[src/rtl/pipe_pkg.sv]
// Shared pipeline definitions: hazard FSM states, PC source encodings and
// the opcode values the control decoder also uses.
package pipe_pkg;

  typedef enum logic [1:0] {
    RUN     = 2'd0,
    MEMWAIT = 2'd1,
    HALT    = 2'd2
  } state_t;

  localparam logic [1:0] PC_SEL_SEQ    = 2'd0;
  localparam logic [1:0] PC_SEL_JUMP   = 2'd1;
  localparam logic [1:0] PC_SEL_BRANCH = 2'd2;

  localparam logic [5:0] OP_RTYPE = 6'h00;
  localparam logic [5:0] OP_LW    = 6'h23;
  localparam logic [5:0] OP_SW    = 6'h2B;
  localparam logic [5:0] OP_BEQ   = 6'h04;
  localparam logic [5:0] OP_BNE   = 6'h05;
  localparam logic [5:0] OP_J     = 6'h02;

endpackage

[src/rtl/pipe_hazard_ctrl_if.sv]
// Hazard-control bus: decoded hazard inputs from the pipeline and the
// per-stage enable/flush/PC-select outputs back to it.
interface pipe_hazard_ctrl_if;
  logic [4:0] id_rs;
  logic [4:0] id_rt;
  logic       id_uses_rt;
  logic       id_j;
  logic       ex_memread;
  logic [4:0] ex_rt;
  logic       mem_branch_taken;
  logic       mem_access;
  logic       dmem_ready;

  logic       pc_we;
  logic [1:0] pc_sel;
  logic       ifid_we;
  logic       idex_we;
  logic       exmem_we;
  logic       memwb_we;
  logic       ifid_flush;
  logic       idex_flush;
  logic       exmem_flush;

  modport master (
    output id_rs, id_rt, id_uses_rt, id_j, ex_memread, ex_rt,
           mem_branch_taken, mem_access, dmem_ready,
    input  pc_we, pc_sel, ifid_we, idex_we, exmem_we, memwb_we,
           ifid_flush, idex_flush, exmem_flush
  );

  modport slave (
    input  id_rs, id_rt, id_uses_rt, id_j, ex_memread, ex_rt,
           mem_branch_taken, mem_access, dmem_ready,
    output pc_we, pc_sel, ifid_we, idex_we, exmem_we, memwb_we,
           ifid_flush, idex_flush, exmem_flush
  );
endinterface

[src/rtl/sat_counter.sv]
// Up-counter that sticks at all-ones instead of wrapping.
module sat_counter #(
  parameter int W = 16
) (
  input  logic         clk,
  input  logic         reset,
  input  logic         inc,
  output logic [W-1:0] q
);

  always_ff @(posedge clk or posedge reset) begin
    if (reset)
      q <= '0;
    else if (inc && !(&q))
      q <= q + W'(1);
  end

endmodule

[src/rtl/pipe_hazard_ctrl.sv]
// 5-stage MIPS hazard controller: memory wait states with timeout-to-halt,
// branch/jump redirects, load-use bubbles, plus stall/redirect counters.
module pipe_hazard_ctrl
  import pipe_pkg::*;
#(
  parameter int MEM_TIMEOUT = 15,
  parameter int CNT_W       = 16
) (
  input  logic             clk,
  input  logic             reset,
  pipe_hazard_ctrl_if.slave bus,
  output logic             halted,
  output logic [CNT_W-1:0] stall_cycles,
  output logic [CNT_W-1:0] redirect_count
);

  state_t     state;
  logic [7:0] wait_cnt;
  logic       load_use;
  logic       mem_stall;
  logic       do_rules;
  logic       redirect;
  logic       stall_inc;

  // A load into $0 never produces a value anyone waits for.
  assign load_use = bus.ex_memread && (bus.ex_rt != 5'd0) &&
                    ((bus.ex_rt == bus.id_rs) ||
                     (bus.id_uses_rt && (bus.ex_rt == bus.id_rt)));
  assign mem_stall = bus.mem_access && !bus.dmem_ready;

  always_comb begin
    bus.pc_we       = 1'b1;
    bus.pc_sel      = PC_SEL_SEQ;
    bus.ifid_we     = 1'b1;
    bus.idex_we     = 1'b1;
    bus.exmem_we    = 1'b1;
    bus.memwb_we    = 1'b1;
    bus.ifid_flush  = 1'b0;
    bus.idex_flush  = 1'b0;
    bus.exmem_flush = 1'b0;
    redirect        = 1'b0;
    do_rules        = 1'b0;
    if (reset) begin
      bus.pc_we    = 1'b0;
      bus.ifid_we  = 1'b0;
      bus.idex_we  = 1'b0;
      bus.exmem_we = 1'b0;
      bus.memwb_we = 1'b0;
    end else begin
      case (state)
        RUN:     do_rules = !mem_stall;
        MEMWAIT: do_rules = bus.dmem_ready;
        default: do_rules = 1'b0;
      endcase
      if (!do_rules) begin
        bus.pc_we    = 1'b0;
        bus.ifid_we  = 1'b0;
        bus.idex_we  = 1'b0;
        bus.exmem_we = 1'b0;
        bus.memwb_we = 1'b0;
      end else if (bus.mem_branch_taken) begin
        // Branch resolves in MEM, so the three younger instructions are wrong-path.
        bus.pc_sel      = PC_SEL_BRANCH;
        bus.ifid_flush  = 1'b1;
        bus.idex_flush  = 1'b1;
        bus.exmem_flush = 1'b1;
        redirect        = 1'b1;
      end else if (load_use) begin
        bus.pc_we      = 1'b0;
        bus.ifid_we    = 1'b0;
        bus.idex_flush = 1'b1;
      end else if (bus.id_j) begin
        bus.pc_sel     = PC_SEL_JUMP;
        bus.ifid_flush = 1'b1;
        redirect       = 1'b1;
      end
    end
  end

  // Wait counter holds the number of frozen cycles already spent on this access.
  always_ff @(posedge clk or posedge reset) begin
    if (reset) begin
      state    <= RUN;
      wait_cnt <= 8'd0;
    end else begin
      case (state)
        RUN: begin
          if (mem_stall) begin
            state    <= MEMWAIT;
            wait_cnt <= 8'd1;
          end
        end
        MEMWAIT: begin
          if (bus.dmem_ready) begin
            state    <= RUN;
            wait_cnt <= 8'd0;
          end else if (wait_cnt == 8'(MEM_TIMEOUT)) begin
            state <= HALT;
          end else begin
            wait_cnt <= wait_cnt + 8'd1;
          end
        end
        default: ;
      endcase
    end
  end

  assign halted    = (state == HALT);
  assign stall_inc = !bus.pc_we && !reset && (state != HALT);

  sat_counter #(.W(CNT_W)) u_stall_cnt (
    .clk   (clk),
    .reset (reset),
    .inc   (stall_inc),
    .q     (stall_cycles)
  );

  sat_counter #(.W(CNT_W)) u_redirect_cnt (
    .clk   (clk),
    .reset (reset),
    .inc   (redirect),
    .q     (redirect_count)
  );

endmodule

[src/flat_wrapper.sv]
// flat-port wrapper written by rule: the top's interface ports become plain ports
module pipe_hazard_ctrl_flat import pipe_pkg::*;
#(
  parameter int MEM_TIMEOUT = 15,
  parameter int CNT_W       = 16
)
  (clk, reset, halted, stall_cycles, redirect_count, bus_id_rs, bus_id_rt, bus_id_uses_rt, bus_id_j, bus_ex_memread, bus_ex_rt, bus_mem_branch_taken, bus_mem_access, bus_dmem_ready, bus_pc_we, bus_pc_sel, bus_ifid_we, bus_idex_we, bus_exmem_we, bus_memwb_we, bus_ifid_flush, bus_idex_flush, bus_exmem_flush);
  pipe_hazard_ctrl_if bus_i ();
  input  logic clk;
  input  logic reset;
  output logic halted;
  output logic [CNT_W-1:0] stall_cycles;
  output logic [CNT_W-1:0] redirect_count;
  input wire logic [$bits(bus_i.id_rs)-1:0] bus_id_rs;
  input wire logic [$bits(bus_i.id_rt)-1:0] bus_id_rt;
  input wire logic [$bits(bus_i.id_uses_rt)-1:0] bus_id_uses_rt;
  input wire logic [$bits(bus_i.id_j)-1:0] bus_id_j;
  input wire logic [$bits(bus_i.ex_memread)-1:0] bus_ex_memread;
  input wire logic [$bits(bus_i.ex_rt)-1:0] bus_ex_rt;
  input wire logic [$bits(bus_i.mem_branch_taken)-1:0] bus_mem_branch_taken;
  input wire logic [$bits(bus_i.mem_access)-1:0] bus_mem_access;
  input wire logic [$bits(bus_i.dmem_ready)-1:0] bus_dmem_ready;
  output wire logic [$bits(bus_i.pc_we)-1:0] bus_pc_we;
  output wire logic [$bits(bus_i.pc_sel)-1:0] bus_pc_sel;
  output wire logic [$bits(bus_i.ifid_we)-1:0] bus_ifid_we;
  output wire logic [$bits(bus_i.idex_we)-1:0] bus_idex_we;
  output wire logic [$bits(bus_i.exmem_we)-1:0] bus_exmem_we;
  output wire logic [$bits(bus_i.memwb_we)-1:0] bus_memwb_we;
  output wire logic [$bits(bus_i.ifid_flush)-1:0] bus_ifid_flush;
  output wire logic [$bits(bus_i.idex_flush)-1:0] bus_idex_flush;
  output wire logic [$bits(bus_i.exmem_flush)-1:0] bus_exmem_flush;
  assign bus_i.id_rs = bus_id_rs;
  assign bus_i.id_rt = bus_id_rt;
  assign bus_i.id_uses_rt = bus_id_uses_rt;
  assign bus_i.id_j = bus_id_j;
  assign bus_i.ex_memread = bus_ex_memread;
  assign bus_i.ex_rt = bus_ex_rt;
  assign bus_i.mem_branch_taken = bus_mem_branch_taken;
  assign bus_i.mem_access = bus_mem_access;
  assign bus_i.dmem_ready = bus_dmem_ready;
  assign bus_pc_we = bus_i.pc_we;
  assign bus_pc_sel = bus_i.pc_sel;
  assign bus_ifid_we = bus_i.ifid_we;
  assign bus_idex_we = bus_i.idex_we;
  assign bus_exmem_we = bus_i.exmem_we;
  assign bus_memwb_we = bus_i.memwb_we;
  assign bus_ifid_flush = bus_i.ifid_flush;
  assign bus_idex_flush = bus_i.idex_flush;
  assign bus_exmem_flush = bus_i.exmem_flush;
  pipe_hazard_ctrl #(.MEM_TIMEOUT(MEM_TIMEOUT), .CNT_W(CNT_W)) u_core (.clk(clk), .reset(reset), .bus(bus_i), .halted(halted), .stall_cycles(stall_cycles), .redirect_count(redirect_count));
endmodule
[config.mk]
export PLATFORM = sky130hd
export DESIGN_NAME = pipe_hazard_ctrl_flat
export DESIGN_NICKNAME = d
export VERILOG_FILES = /design/src/rtl/pipe_pkg.sv /design/src/rtl/pipe_hazard_ctrl_if.sv /design/src/rtl/sat_counter.sv /design/src/rtl/pipe_hazard_ctrl.sv /design/src/flat_wrapper.sv
export SDC_FILE = /design/constraint.sdc
export NUM_CORES = 1
export LEC_CHECK = 0
export CAP_MARGIN = 20
export CORE_ASPECT_RATIO = 0.9
export CORE_UTILIZATION = 48
export DETAILED_ROUTE_END_ITERATION = 8
export HOLD_SLACK_MARGIN = 0.05
export PLACE_DENSITY = 0.81
export SYNTH_ARGS = -nofsm -noshare
export SYNTH_HDL_FRONTEND = slang
export SYNTH_SLANG_ARGS = --single-unit
[constraint.sdc]
create_clock -name clk -period 2.25 [get_ports clk]
set_input_delay 0.45 -clock clk [delete_from_list [all_inputs] [get_ports clk]]
set_output_delay 0.45 -clock clk [all_outputs]
set_load 0.05 [all_outputs]
* After elaboration in Yosys (flattened, before gate mapping) *
Index checks and enable logic that the tools add are counted.

storage, ports and cells
  input port bits = 23
  output and inout port bits = 43
  bits in registers = 42
  word-level logic and storage cells = 71

cells by class
  muxes and demuxes = 33
  reductions and logical operators = 22
  add/sub/neg operators = 3
  eq/ne operators = 9

operator list
  operator                 count
  $add A16 B1 Y16 const B  2
  $reduce_and A16 Y1       2
  $mux W8                  3
  $mux W1                  20
  $pmux W8 S2              1
  $mux W2                  7
  $eq A5 B5 Y1             2
  $add A8 B1 Y8 const B    1
  $eq A8 B4 Y1 const B     1
  $logic_and A1 B1 Y1      8
  $logic_not A1 Y1         6
  $reduce_and A3 Y1        2
  $reduce_bool A5 Y1       1
  $pmux W2 S2              1
  $ne A3 B2 Y1 const B     1
  $ne A3 B3 Y1 const B     1
  $eq A2 B1 Y1 const B     1
  $eq A2 B2 Y1 const B     1
  $logic_not A2 Y1         1
  $ne A2 B1 Y1 const B     1
  $ne A2 B2 Y1 const B     1
  $pmux W1 S2              1
  $reduce_bool A2 Y1       1
  $logic_or A1 B1 Y1       1

* Logic depth before layout (Yosys ltp) *
Gate-level depths: netlist of run 1.

  depth in word-level cells = 12
  gate-level depth with buffers = 8
  depth with buffers taken out = 7

* Modules after synthesis *
A second synthesis of run 1 with hierarchy kept.

second synthesis, totals
  cell total of the unflattened synthesis = 247
  area, all modules = 2,501.1 um^2

modules (own cells, without submodules)
  module            area an instance (um^2)  cells an instance  instances  sequential area each (um^2)
  sat_counter       798.3                    73                 2          400.4
  pipe_hazard_ctrl  904.6                    101                1          250.2

* Worst setup path before layout of run 1 *
No wires, ideal clock.

  path type = in2out
  start = input bus_ex_rt[0]
  end = output bus_pc_we
  slack = -697 ps
  required time = 1,800 ps
  arrival time = 2,497 ps
  path buffers = 1
  cell stages on the path = 5
  cells stage by stage = or4_1 > o21a_1 > and2_1 > a21oi_1 > buf_4

between the ends
  word-level cells in the longest chain between the ends = 8
  elaborated cells on any way between the ends = 11
  those cells by class = eq/ne (2); mux (4); reduce/logical (5)

ends and longest elaborated chain
  element                 RTL line                RTL
  from (decl)             flat_wrapper.sv:19      input wire logic [$bits(bus_i.ex_rt)-1:0] bus_ex_rt;
  $eq A5 B5 Y1            pipe_hazard_ctrl.sv:28  (bus.id_uses_rt && (bus.ex_rt == bus.id_rt)));
  $logic_and A1 B1 Y1     pipe_hazard_ctrl.sv:28
  $logic_or A1 B1 Y1      pipe_hazard_ctrl.sv:27  ((bus.ex_rt == bus.id_rs) ||
  $logic_and A1 B1 Y1 *   pipe_hazard_ctrl.sv:26  assign load_use = bus.ex_memread && (bus.ex_rt != 5'd0) &&
  $mux W1 * (4 in a row)  -
  to (decl)               flat_wrapper.sv:23      output wire logic [$bits(bus_i.pc_we)-1:0] bus_pc_we;

Mark *: on every way between the ends. The rest lies on a longest branch, timed or not.

* Worst setup path after layout of run 1 *
  start = input bus_ex_rt[3]
  end = output bus_ifid_we

between the ends
  word-level cells in the longest chain between the ends = 8
  elaborated cells on any way between the ends = 11
  those cells by class = eq/ne (2); mux (4); reduce/logical (5)

ends and longest elaborated chain
  element                RTL line                RTL
  $eq A5 B5 Y1           pipe_hazard_ctrl.sv:28
  $logic_and A1 B1 Y1    pipe_hazard_ctrl.sv:28
  $logic_or A1 B1 Y1     pipe_hazard_ctrl.sv:27
  $logic_and A1 B1 Y1 *  pipe_hazard_ctrl.sv:26
  $mux W1 *              pipe_hazard_ctrl.sv:68  end else if (load_use) begin
  $mux W1 *              pipe_hazard_ctrl.sv:61  end else if (bus.mem_branch_taken) begin
  $mux W1 *              pipe_hazard_ctrl.sv:55  if (!do_rules) begin
  $mux W1 *              pipe_hazard_ctrl.sv:43  if (reset) begin
  to (decl)              flat_wrapper.sv:25      output wire logic [$bits(bus_i.ifid_we)-1:0] bus_ifid_we;

Marks and branches as above.

==> impl_metrics.env, run 1 <==
export IMPL_status="finished, violations left"
export IMPL_reg2reg_depth=7
export IMPL_synth_seq_cells=42
export IMPL_htreeDepth=2
export IMPL_min_to="u_core.u_stall_cnt.q[9]"
export IMPL_drive_gt1_share_pct=22.3
export IMPL_crit_path_top_delay_cell="or4_4"
export IMPL_yosys_most_used_dff="dfrtp_1"
export IMPL_setup_ws_ns=-0.0500
export IMPL_synthCells=247
export IMPL_crit_type="primary input to output port"
export IMPL_antenna_found_initial=0
export IMPL_drv_slew=0
export IMPL_fin_nets=361
export IMPL_syn_area_per_cell_um2=9.68
export IMPL_cp_arrival_ns=1.85
export IMPL_cp_end_kind="output port"
export IMPL_gp_congestion=0.846
export IMPL_clock_sinks=42
export IMPL_fmax_mhz=435
export IMPL_cts_tree="done"
export IMPL_synth_edf_count=0
export IMPL_cts_hold_buf=0
export IMPL_post_layout_nonfiller_instances=398
export IMPL_cts_buffers=5
export IMPL_dp_cells=385
export IMPL_failed_checks="negative setup slack"
export IMPL_tightest_slew_ns=0.536
export IMPL_core_region_area_mm2=0.00460
export IMPL_clkTransAtPathRegs_ns=0.09
export IMPL_yosysTopAreaCellShare_pct=44.0
export IMPL_wl_per_cell_um=15.3
export IMPL_r2r_slack_ns=0.19
export IMPL_crit_path_max_incr_delay_ns=0.52
export IMPL_hold_depth=1
export IMPL_postRouteWirelength_um=6090
export IMPL_hold_viol_final=0
export IMPL_cts_root_buf="clkbuf_8"
export IMPL_cp_required_ns=1.80
export IMPL_post_synth_top_area_cell="dfrtp_1"
export IMPL_cp_max_fo=3
export IMPL_rsz0062_at_grt="true"
export IMPL_slew_headroom_pct=64.2
export IMPL_ys_seq_area_share_pct=44.0
export IMPL_grt_pass1_wl_um=9690
export IMPL_multiInputGateArea_mm2=0.00130
export IMPL_cts_max_path_buffers=2
export IMPL_portBuffers=65
export IMPL_setup_violations=4
export IMPL_layout_common_cells="dfrtp_1, clkdlybuf4s50_1, buf_4"
export IMPL_irDropWorstVdd_v=0.000499
export IMPL_start_util_pct=51.9
export IMPL_clkLatencyLatePin_ns=0.31
export IMPL_die_h_um=69.0
export IMPL_worstPathCellList="buf_6 > or4_4 > o21a_1 > and2_4 > a21oi_4 > buf_12"
export IMPL_vias_per_cell=5.52
export IMPL_dieArea_mm2=0.00527
export IMPL_grt_overflow=0
export IMPL_syn_to_final_growth_pct=46.6
export IMPL_grtUsageTotal_pct=24.3
export IMPL_hp_class="flop to flop"
export IMPL_r2r_end="u_core.u_redirect_cnt.q[13]"
export IMPL_diodes=0
export IMPL_regArea_mm2=0.00105
export IMPL_p_per_area_mw_per_mm2=616
export IMPL_fillCellCount=358
export IMPL_async_reset_ff_share_pct=100
export IMPL_total_power_mw=2.16
export IMPL_min_period_ns=2.30
export IMPL_p_leak_nw=1.55
export IMPL_dpl_hpwl_um=4460
export IMPL_start_kind="primary input"
export IMPL_via_count=2198
export IMPL_synth_area_leaders="dfrtp_1, xor2_1, xnor2_1, nand3_1, nand2_1"
export IMPL_hp_start="u_core.u_stall_cnt.q[9]"
export IMPL_die_width_um=76.4
export IMPL_boundaryPins=66
export IMPL_route_detailed_drc=0
export IMPL_final_common_cell="dfrtp_1"
export IMPL_synthDistinctLibCells=43
export IMPL_utilization_pct=76.1
export IMPL_syn_nets=273
export IMPL_cap_violations=0
export IMPL_ant_nets=0
export IMPL_period_share_pct=102
export IMPL_rows=23
export IMPL_grt_pass1_vias=1981
export IMPL_drt_pass1_iter_count=4
export IMPL_syn_cell_area_mm2=0.00239
export IMPL_finalClockSkew_ns=0.0119
export IMPL_drtIter0Drc=184
export IMPL_ys_warn_count=0
export IMPL_r2r_start="u_core.u_redirect_cnt.q[0]"
export IMPL_grt_max_degree=41
[worst max path at each step]
| stage | endpoint | cells after the start | start |
|---|---|---|---|
| after floorplan | bus_pc_we | 5 | bus_ex_rt[0] |
| after global placement | bus_pc_we | 6 | bus_ex_rt[0] |
| after detailed placement | bus_ifid_we | 6 | bus_ex_rt[2] |
| after CTS | bus_ifid_we | 6 | bus_ex_rt[3] |
| after global routing | bus_pc_sel[0] | 6 | bus_ex_rt[3] |
| final | bus_ifid_we | 6 | bus_ex_rt[3] |
[logic make-up (layout without fill, tap and decap cells)]
| family | count (synthesis) | in the layout | synth area share, % |
|---|---|---|---|
| compound gates | 34 | 34 | 9.26 |
| xor+xnor | 38 | 38 | 13.9 |
| fa+ha+maj | 3 | 3 | 1.57 |
| buf+inv | 19 | 108 | 3.98 |
| flops | 42 | 42 | 44.0 |
| mux | 4 | 4 | 1.88 |
| simple gates | 107 | 107 | 25.4 |
[cells in the mapped netlist (3+ instances only)]
| library cell | instances |
|---|---|
| nor4_1 | 5 |
| ha_1 | 3 |
| and3_1 | 6 |
| xor2_1 | 22 |
| buf_4 | 4 |
| nor3b_1 | 3 |
| nor2_1 | 14 |
| a21oi_1 | 11 |
| nor3_1 | 10 |
| mux2_2 | 4 |
| xnor2_1 | 16 |
| o31ai_1 | 3 |
| nand4_1 | 4 |
| dfrtp_1 | 42 |
| nor3_2 | 3 |
| clkbuf_1 | 3 |
| inv_1 | 10 |
| nand3_1 | 23 |
| nand2_1 | 22 |
| o21ai_0 | 8 |
[power breakdown]
part | total, mW | internal, mW | switching, mW
sequential | 0.943 | 0.835 | 0.108
clock | 0.518 | 0.247 | 0.271
combinational | 0.700 | 0.269 | 0.431
total | 2.16 | 1.35 | 0.810
[layout make-up]
cell class,instances,area share [%]
clock buffer,6,2.36
clock inverter,2,0.357
inverter,10,1.18
multi-input combinational,186,37.2
sequential,42,30.0
tap,62,2.21
timing repair buffer,90,26.8
[critical path, delay by kind of cell]
family	cells	cell delay, ns
AOI/OAI and AO/OA	2	0.44
and+or+nand+nor	2	0.68
buffers and inverters	2	0.26
[state kept, by name, indices dropped and copies added, names as in the netlist]
name / flops
u_core.wait_cnt: 8
u_core.state: 2
u_core.u_redirect_cnt.q: 16
u_core.u_stall_cnt.q: 16
[metal layers]
layer  vias up  GRT usage, %  wire length, um
li1       1050             -                -
met1      1052          31.3             2560
met2        87          41.1             3010
met3         9          5.26              412
met4         0          8.65              115
met5         -             0                0
[repair_timing]
item	CTS	global route
pin swaps	22	10
setup buffers	4	1
endpoints found under the setup margin	30	10
resized for setup	35	8
[stage by stage]
stage / worst slack, ns / cell area (um2) / TNS (ns) / hold slack [ns]
3_5_place_dp: -0.491 / 3350 / -12.75 / 0.480
6_report: -0.0500 / 3510 / -0.120 / 0.494
3_3_place_gp: -0.419 / 3350 / -9.46 / 0.476
2_1_floorplan: -0.187 / 2410 / -0.293 / 0.466
4_1_cts: -0.0386 / 3480 / -0.0887 / 0.491
5_1_grt: -0.0683 / 3510 / -0.435 / 0.506
No activity file was read; power rests on OpenSTA's default activity.
==> run 2, diff against run 1 <==
Settings changed: CELL_PAD_IN_SITES_DETAIL_PLACEMENT set to 0, CELL_PAD_IN_SITES_GLOBAL_PLACEMENT set to 1, CORE_UTILIZATION 48 to 36, REMOVE_ABC_BUFFERS set to 1.
==> impl_metrics.env, run 2 (same netlist as run 1, synthesis figures left out) <==
export IMPL_antenna_found_initial=0
export IMPL_rsz0062_at_grt="true"
export IMPL_syn_to_final_growth_pct=49.8
export IMPL_postRouteWirelength_um=5840
export IMPL_hold_viol_final=0
export IMPL_dr_wl_met2_um=2580
export IMPL_hp_class="flop to flop"
export IMPL_route_detailed_drc=0
export IMPL_core_region_area_mm2=0.00625
export IMPL_wl_per_cell_um=13.7
export IMPL_cp_required_ns=1.80
export IMPL_irDropWorstVdd_v=0.000352
export IMPL_min_period_ns=2.32
export IMPL_cp_end_kind="output port"
export IMPL_r2r_slack_ns=0.29
export IMPL_cts_buffers=5
export IMPL_period_share_pct=103
export IMPL_p_leak_nw=1.58
export IMPL_status="finished, violations left"
export IMPL_crit_path_max_incr_delay_ns=0.52
export IMPL_die_width_um=87.9
export IMPL_dr_wl_met3_um=352
export IMPL_cts_root_buf="clkbuf_8"
export IMPL_tns_ns=-0.113
export IMPL_cp_max_fo=4
export IMPL_drtIter0Drc=112
export IMPL_cpMostUsedCell="buf_6"
export IMPL_gp_congestion=0.786
export IMPL_dieArea_mm2=0.00697
export IMPL_crit_family="simple AND/OR/NAND/NOR gates"
export IMPL_start_util_pct=38.3
export IMPL_p_per_area_mw_per_mm2=616
export IMPL_finalClockSkew_ns=0.0120
export IMPL_ant_nets=0
export IMPL_portBuffers=65
export IMPL_drv_slew=0
export IMPL_drive_gt1_share_pct=22.6
export IMPL_grt_max_degree=27
export IMPL_start_kind="primary input"
export IMPL_final_common_cell="dfrtp_1"
export IMPL_die_h_um=79.3
export IMPL_layout_common_cells="dfrtp_1, clkdlybuf4s50_1, buf_4"
export IMPL_cap_violations=0
export IMPL_diodes=0
export IMPL_rows=27
export IMPL_setup_ws_ns=-0.0739
export IMPL_worstPathCellList="buf_6 > or4_4 > o21a_4 > a21o_1 > buf_6 > nor2_4 > buf_12"
export IMPL_clock_sinks=42
export IMPL_place_area_mm2=0.00342
export IMPL_grt_pass1_wl_um=9720
export IMPL_tightest_slew_ns=0.524
export IMPL_grt_pass1_vias=2053
export IMPL_fin_nets=365
export IMPL_via_count=2161
export IMPL_boundaryPins=66
export IMPL_post_route_cell_area_mm2=0.00358
export IMPL_cts_hold_buf=0
export IMPL_cts_tree="done"
export IMPL_worst_hold_slack_ns=0.489
export IMPL_worstPathBufferInverterCount=3
export IMPL_top_regs="u_core.u_redirect_cnt.q: 16 flops, u_core.u_stall_cnt.q: 16 flops, u_core.wait_cnt: 8 flops"
export IMPL_cp_arrival_ns=1.87
export IMPL_failed_checks="negative setup slack"
export IMPL_clkLatencyLatePin_ns=0.30
export IMPL_clkTransAtPathRegs_ns=0.08
export IMPL_vias_per_cell=5.06
export IMPL_crit_type="primary input to output port"
export IMPL_top_layer="met4"
export IMPL_setup_violations=4
export IMPL_drt_pass1_iter_count=4
export IMPL_wl_met1_um=2800
export IMPL_grtUsageTotal_pct=18.0
export IMPL_dpl_hpwl_um=4390
export IMPL_crit_path_top_delay_cell="or4_4"
export IMPL_cts_max_path_buffers=2
export IMPL_fmax_mhz=430
export IMPL_grt_overflow=0
export IMPL_htreeDepth=2
export IMPL_slew_headroom_pct=65.0
[run 2: changes by cell type in the layout (fill, tap and decap cells not counted), moves of 2 or more]
cell / before / now
nor2_2: 5 / 2
buf_6: 2 / 5
nor2_1: 9 / 11
clkbuf_8: 6 / 8
xnor2_2: 2 / 0
xnor2_1: 14 / 16
[run 2: through the flow]
stage	utilization [%]	power, mW	worst slack (ns)	std cells
2_1_floorplan	-	1.37	-1.02	238
3_3_place_gp	54.7	1.65	-0.469	417
3_5_place_dp	54.7	1.66	-0.458	417
4_1_cts	57.0	2.23	-0.0688	426
5_1_grt	57.3	2.32	-0.0976	427
6_report	57.3	2.21	-0.0739	427
[run 2: metal layers]
| metal | track usage, % | vias up |
|---|---|---|
| met5 | 0 | - |
| met4 | 6.89 | 0 |
| met3 | 3.74 | 8 |
| met2 | 27.6 | 55 |
| met1 | 24.7 | 1041 |
| li1 | - | 1057 |
[run 2: where the power goes]
| group | internal, mW | total (mW) | switching (mW) |
|---|---|---|---|
| combinational | 0.270 | 0.703 | 0.433 |
| clock | 0.310 | 0.571 | 0.261 |
| sequential | 0.835 | 0.934 | 0.0992 |
| total | 1.41 | 2.21 | 0.793 |
[run 2: worst register-to-register path: stages (launching register included)]
cell and delay (ns):
dfrtp_1 0.47, inv_1 0.18, a21oi_1 0.09, a211oi_1 0.23, a31oi_1 0.07, buf_4 0.19
buf_4 0.14, nor4b_1 0.35, xor2_1 0.17
[run 2: layout make-up]
cell class,instances,area (um2)
multi-input combinational,186,1290
tap,87,109
inverter,10,41.3
fill,562,2670
sequential,42,1050
clock buffer,8,110
timing repair buffer,94,978
[run 2: final timing paths]
kind | depth (start not counted) | to | start
worst max-delay path | 7 | bus_pc_sel[0] | bus_ex_rt[3]
max in group asynchronous | 4 | u_core.wait_cnt[2] | reset
worst min register to register | 1 | u_core.u_stall_cnt.q[9] | u_core.u_stall_cnt.q[9]
worst max register to register | 8 | u_core.u_stall_cnt.q[12] | u_core.state[1]
worst min-delay path | 1 | u_core.u_stall_cnt.q[9] | u_core.u_stall_cnt.q[9]
min in group asynchronous | 4 | u_core.u_stall_cnt.q[12] | reset
[run 2: timing repair]
item                       4_1_cts  5_1_grt
setup endpoints to repair       23       10
resized for setup               41        8
cloned                           0        0
pin swaps                       17        8
setup buffers                    1        1
==> run 3, diff against run 2 <==
Settings changed: CAP_MARGIN 20 to unset.
==> results of run 3 <==
Final layout, timing and power as in run 2 (identical DEF).
